File: config.mk
export PLATFORM = sky130hd
export DESIGN_NAME = execute_memory_skid
export DESIGN_NICKNAME = d
export VERILOG_FILES = /design/src/rtl/execute_memory_skid_pkg.sv /design/src/rtl/execute_memory_skid_slot.sv /design/src/rtl/execute_memory_skid.sv
export SDC_FILE = /design/constraint.sdc
export NUM_CORES = 1
export LEC_CHECK = 0
export BUFFER_PORTS_ARGS = -buffer_cell sky130_fd_sc_hd__buf_2
export CORE_AREA = 2 2 123 125
export DETAILED_ROUTE_END_ITERATION = 8
export DIE_AREA = 0 0 125 127
export PLACE_DENSITY = 0.79
export SYNTH_ARGS = -nofsm -noshare
export SYNTH_HDL_FRONTEND = slang
export SYNTH_HIERARCHICAL = 1
export SYNTH_SLANG_ARGS = --single-unit
export TNS_END_PERCENT = 30
File: constraint.sdc
create_clock -name clock -period 2.7 [get_ports clock]
set_input_delay 0.54 -clock clock [delete_from_list [all_inputs] [get_ports clock]]
set_output_delay 0.54 -clock clock [all_outputs]
set_load 0.05 [all_outputs]
File: src/rtl/execute_memory_skid_pkg.sv
// Shared payload layout for the execute-to-memory hand-off buffer.
// Control bits occupy the low end of the packed payload, then rd, store data, ALU result.
package execute_memory_skid_pkg;

    localparam int unsigned CTRL_BITS = 5;

    localparam int unsigned CTRL_REG_WRITE = 0;
    localparam int unsigned CTRL_MEM_WRITE = 1;
    localparam int unsigned CTRL_MEM_READ  = 2;
    localparam int unsigned CTRL_BRANCH    = 3;
    localparam int unsigned CTRL_ZERO      = 4;

    function automatic int unsigned payload_width(input int unsigned data_w,
                                                  input int unsigned addr_w);
        return 2 * data_w + addr_w + CTRL_BITS;
    endfunction

endpackage

File: src/rtl/execute_memory_skid_slot.sv
// One buffer entry: payload register captured on load, plus its valid bit.
module skid_slot
    import execute_memory_skid_pkg::*;
#(
    parameter int unsigned WIDTH = 8
) (
    input  logic             clk_i,
    input  logic             rst_i,
    input  logic             load_i,
    input  logic [WIDTH-1:0] data_i,
    input  logic             valid_d_i,
    output logic [WIDTH-1:0] data_o,
    output logic             valid_o
);

    logic [WIDTH-1:0] data_q;
    logic             valid_q;

    always_ff @(posedge clk_i or posedge rst_i) begin
        if (rst_i) begin
            data_q  <= '0;
            valid_q <= 1'b0;
        end else begin
            valid_q <= valid_d_i;
            if (load_i) begin
                data_q <= data_i;
            end
        end
    end

    assign data_o  = data_q;
    assign valid_o = valid_q;

endmodule

File: src/rtl/execute_memory_skid.sv
// Execute-to-memory pipeline register with a 2-entry skid buffer, flush and a
// saturating back-pressure counter. ex_ready is registered (= !skid_valid).
module execute_memory_skid
    import execute_memory_skid_pkg::*;
#(
    parameter int unsigned DATA_WIDTH     = 32,
    parameter int unsigned REG_ADDR_WIDTH = 5,
    parameter int unsigned CNT_WIDTH      = 16
) (
    input  logic                      clock,
    input  logic                      reset,
    input  logic                      flush,
    input  logic                      ex_valid,
    output logic                      ex_ready,
    input  logic [DATA_WIDTH-1:0]     ex_alu_result,
    input  logic                      ex_zero,
    input  logic                      ex_branch,
    input  logic [DATA_WIDTH-1:0]     ex_store_data,
    input  logic [REG_ADDR_WIDTH-1:0] ex_rd,
    input  logic                      ex_mem_read,
    input  logic                      ex_mem_write,
    input  logic                      ex_reg_write,
    output logic                      mem_valid,
    input  logic                      mem_ready,
    output logic [DATA_WIDTH-1:0]     mem_alu_result,
    output logic                      mem_zero,
    output logic                      mem_branch,
    output logic [DATA_WIDTH-1:0]     mem_store_data,
    output logic [REG_ADDR_WIDTH-1:0] mem_rd,
    output logic                      mem_mem_read,
    output logic                      mem_mem_write,
    output logic                      mem_reg_write,
    output logic [CNT_WIDTH-1:0]      stall_count
);

    localparam int unsigned PW      = payload_width(DATA_WIDTH, REG_ADDR_WIDTH);
    localparam int unsigned RD_LSB  = CTRL_BITS;
    localparam int unsigned ST_LSB  = RD_LSB + REG_ADDR_WIDTH;
    localparam int unsigned ALU_LSB = ST_LSB + DATA_WIDTH;

    logic [PW-1:0] ex_payload;
    logic [PW-1:0] main_in;
    logic [PW-1:0] main_data;
    logic [PW-1:0] skid_data;
    logic          main_valid, skid_valid;
    logic          main_valid_d, skid_valid_d;
    logic          main_load, skid_load, main_from_skid;
    logic          accept, drain;

    logic [CNT_WIDTH-1:0] stall_count_q, stall_count_d;

    assign ex_payload = {ex_alu_result, ex_store_data, ex_rd,
                         ex_zero, ex_branch, ex_mem_read, ex_mem_write, ex_reg_write};

    assign ex_ready = ~skid_valid;
    assign accept   = ex_valid & ex_ready;
    assign drain    = main_valid & mem_ready;

    always_comb begin
        main_valid_d   = main_valid;
        skid_valid_d   = skid_valid;
        main_load      = 1'b0;
        skid_load      = 1'b0;
        main_from_skid = 1'b0;
        if (flush) begin
            main_valid_d = 1'b0;
            skid_valid_d = 1'b0;
        end else if (!main_valid) begin
            if (accept) begin
                main_load    = 1'b1;
                main_valid_d = 1'b1;
            end
        end else if (drain) begin
            if (skid_valid) begin
                main_load      = 1'b1;
                main_from_skid = 1'b1;
                skid_valid_d   = 1'b0;
            end else if (accept) begin
                main_load = 1'b1;
            end else begin
                main_valid_d = 1'b0;
            end
        end else if (accept) begin
            skid_load    = 1'b1;
            skid_valid_d = 1'b1;
        end
    end

    assign main_in = main_from_skid ? skid_data : ex_payload;

    skid_slot #(.WIDTH(PW)) u_main (
        .clk_i     (clock),
        .rst_i     (reset),
        .load_i    (main_load),
        .data_i    (main_in),
        .valid_d_i (main_valid_d),
        .data_o    (main_data),
        .valid_o   (main_valid)
    );

    skid_slot #(.WIDTH(PW)) u_skid (
        .clk_i     (clock),
        .rst_i     (reset),
        .load_i    (skid_load),
        .data_i    (ex_payload),
        .valid_d_i (skid_valid_d),
        .data_o    (skid_data),
        .valid_o   (skid_valid)
    );

    always_comb begin
        stall_count_d = stall_count_q;
        if (main_valid && !mem_ready && (stall_count_q != '1)) begin
            stall_count_d = stall_count_q + CNT_WIDTH'(1);
        end
    end

    always_ff @(posedge clock or posedge reset) begin
        if (reset) begin
            stall_count_q <= '0;
        end else begin
            stall_count_q <= stall_count_d;
        end
    end

    assign stall_count    = stall_count_q;
    assign mem_valid      = main_valid;
    assign mem_alu_result = main_data[ALU_LSB +: DATA_WIDTH];
    assign mem_store_data = main_data[ST_LSB +: DATA_WIDTH];
    assign mem_rd         = main_data[RD_LSB +: REG_ADDR_WIDTH];
    assign mem_zero       = main_data[CTRL_ZERO];
    assign mem_branch     = main_data[CTRL_BRANCH];
    assign mem_mem_read   = main_data[CTRL_MEM_READ];
    assign mem_mem_write  = main_data[CTRL_MEM_WRITE];
    assign mem_reg_write  = main_data[CTRL_REG_WRITE];

endmodule

==> results.cfg <==
[finish]
area_growth_pct = 21.0
fillers = 1018
fin_cells = 856
antenna_cells = 0
layout_commonest_cell = buf_2
nNetsFinal = 739
final_cell_mix = 170 x buf_2, 166 x dfrtp_1, 120 x mux2_4
layout-drive-gt1-share = 0.661

[routing]
drc = 0
post_drt_wl_per_cell_um = 18.5
ant_nets = 0
top_layer = met4
met1_length_um = 7100
wl_met3_um = 1060
drt_pass1_iterations = 5
vias = 4628
drtIter0Drc = 182
wl_met2_um = 7500
totalWireLength_um = 15800
via_per_inst = 5.41

[sta]
fin_crit_sh = 0.696
hold_viol = 0
maxSlewHeadroom = 0.522
worstMarginPinSlew_ns = 0.716
setup_viol = 0
slew_violations = 0
hold_ws_ns = 0.227
timing.final.crit_period_ns = 1.88
rsz0062_at_grt = false
max_freq_mhz = 532
setup_tns_ns = 0
setup_slack_ns = 0.820
skew_ns = 0.00956

[logic_synthesis]
synth_area_leader_cell = dfrtp_1
yosys-top-cells-area = dfrtp_1 53%, mux2_4 23%, mux2_2 15%
ys_ff_latch = 166
synth_top_area_share = 0.532
netlist_area_um2 = 7800
syn-num-nets = 567
ys.warnings.count = 6
syn_inst = 487
syn_avg_cell_area_um2 = 16.0
ys_seq_area_frac = 0.532
synth_cell_types = 35

[setup_path]
rrSetupSlack_ns = 0.82
slowest_delay_ns = 0.48
crit_path_top_delay_cell = dfrtp_1
cp_max_fo = 74
required_ns = 2.99
worstSetupPathType = reg2reg
r2r_start = u_main/valid_o
arrival_ns = 2.17
r2r_end = u_main/data_o[64]
cp-end-kind = register
startpoint_type = register
crit_chain = nand4b_1, buf_12, mux2_2, mux2_4
worstRegToRegCells = 4

[grt]
grt_max_degree = 75
gr-total-overflow = 0
grt_first_pass_wirelength_um = 26300
antenna_found_initial = 0
grt_usage = 0.206
grt_pass1_vias = 5094

[floorplanning]
dieWidth_um = 125
start_util = 0.541
num_rows = 44
chipHeight_um = 127
core_region_area_um2 = 14400
num_io_pins = 171
die_area_um2 = 15900

[placement]
gp_congestion = 0.781
dp_hpwl_um = 10500
portBuffers = 170
dpl.cell_count = 824
post-place-ws_ns = 0.605

[clock_tree]
clockRootBuffer = clkbuf_16
clock_latency_ns = 0.41
cts_tree = built
ctsLongestPathBuffers = 2
post_cts_buffers = 0
hold_buffers = 0
ctsHtreeMaxLevel = 4
clk_pin_slew_ns = 0.07
cts_buffers = 17
cts_resized = 0
numClockSinks = 166

[power]
power_density_nw_per_um2 = 881
ir_worst_vdd_mv = 0.466
leakagePower_uw = 0.00450

[outcome]
outcome = completed

[hold_path]
worst_hold_path_type = in2async

[flow_run]
drv_cap = 0
area by class of cell:
type,count,area [um2],share of cell area
clock inverter,10,118,0.0125
timing repair buffer,178,998,0.106
sequential,166,4150,0.440
tap,184,230,0.0244
multi-input combinational,290,3430,0.364
clock buffer,22,484,0.0513
inverter,6,25.0,0.00265
power breakdown:
part	internal [uW]	switching (uW)	total (uW)
Clock	1460	965	2430
Sequential	3070	369	3440
Combinational	992	1460	2450
worst max-delay path, delay by kind of cell (launching register included):
| family | cells | cell delay, ns |
|---|---|---|
| buf+inv | 1 | 0.38 |
| flops | 1 | 0.48 |
| mux | 2 | 0.66 |
| simple gates | 1 | 0.20 |
routing by layer:
layer	track usage	up-vias
met5	0	-
met4	0.0641	0
met3	0.0683	14
met2	0.332	150
met1	0.269	2369
li1	-	2095
worst max path at each step:
stage                          startpoint                end  slack [ns]  depth (start not counted)
final                      u_main/valid_o  u_main/data_o[64]        0.82                          4
after global routing      stall_count[14]     stall_count[1]        0.66                          4
after CTS                  u_main/valid_o  u_main/data_o[64]        0.82                          4
after detailed placement        mem_ready  u_skid/data_o[30]        0.61                          5
after global placement          mem_ready  u_skid/data_o[33]        0.65                          5
after floorplan                     reset   u_main/data_o[0]        0.25                          1
sequential cells by signal, summed over array words and instances, names as in the netlist:
| signal | cells |
|---|---|
| stall_count | 16 |
| u_skid/data_o | 74 |
| u_skid/valid_o | 1 |
| u_main/data_o | 74 |
| u_main/valid_o | 1 |
stage by stage:
step,power [uW],utilization,area [um2]
after floorplan,5330,-,7800
after global placement,5840,0.613,8840
after detailed placement,5930,0.613,8840
after CTS,8400,0.655,9440
after global routing,8680,0.655,9440
final,8320,0.655,9440
cells in the mapped netlist (all sizes together):
cell type and instances:
mux2 226, dfrtp 166, buf 24, nand2 9, nor2 7, inv 6
nand3 5, o21ai 5, nand4 4, nor4 4, xnor2 4, xor2 4
nor3 3, a21oi 2, a31oi 2, and3 2, o31ai 2, a211oi 1
a221oi 1, and3b 1, and4 1, clkbuf 1, ha 1, nand2b 1
nand4b 1, or2 1, or3 1, or4 1, or4b 1
cell families (layout without fill, tap and decap cells):
group / after synthesis / in the layout / synth area share
flip-flops: 166 / 166 / 0.532
AO/OA/AOI/OAI: 13 / 13 / 0.0101
AND/OR/NAND/NOR: 42 / 42 / 0.0324
multiplexers: 226 / 226 / 0.384
adder cells (fa/ha/maj): 1 / 1 / 0.00160
XOR/XNOR: 8 / 8 / 0.00898
buffers and inverters: 31 / 216 / 0.0308
Power figures use the tool's default switching activity.
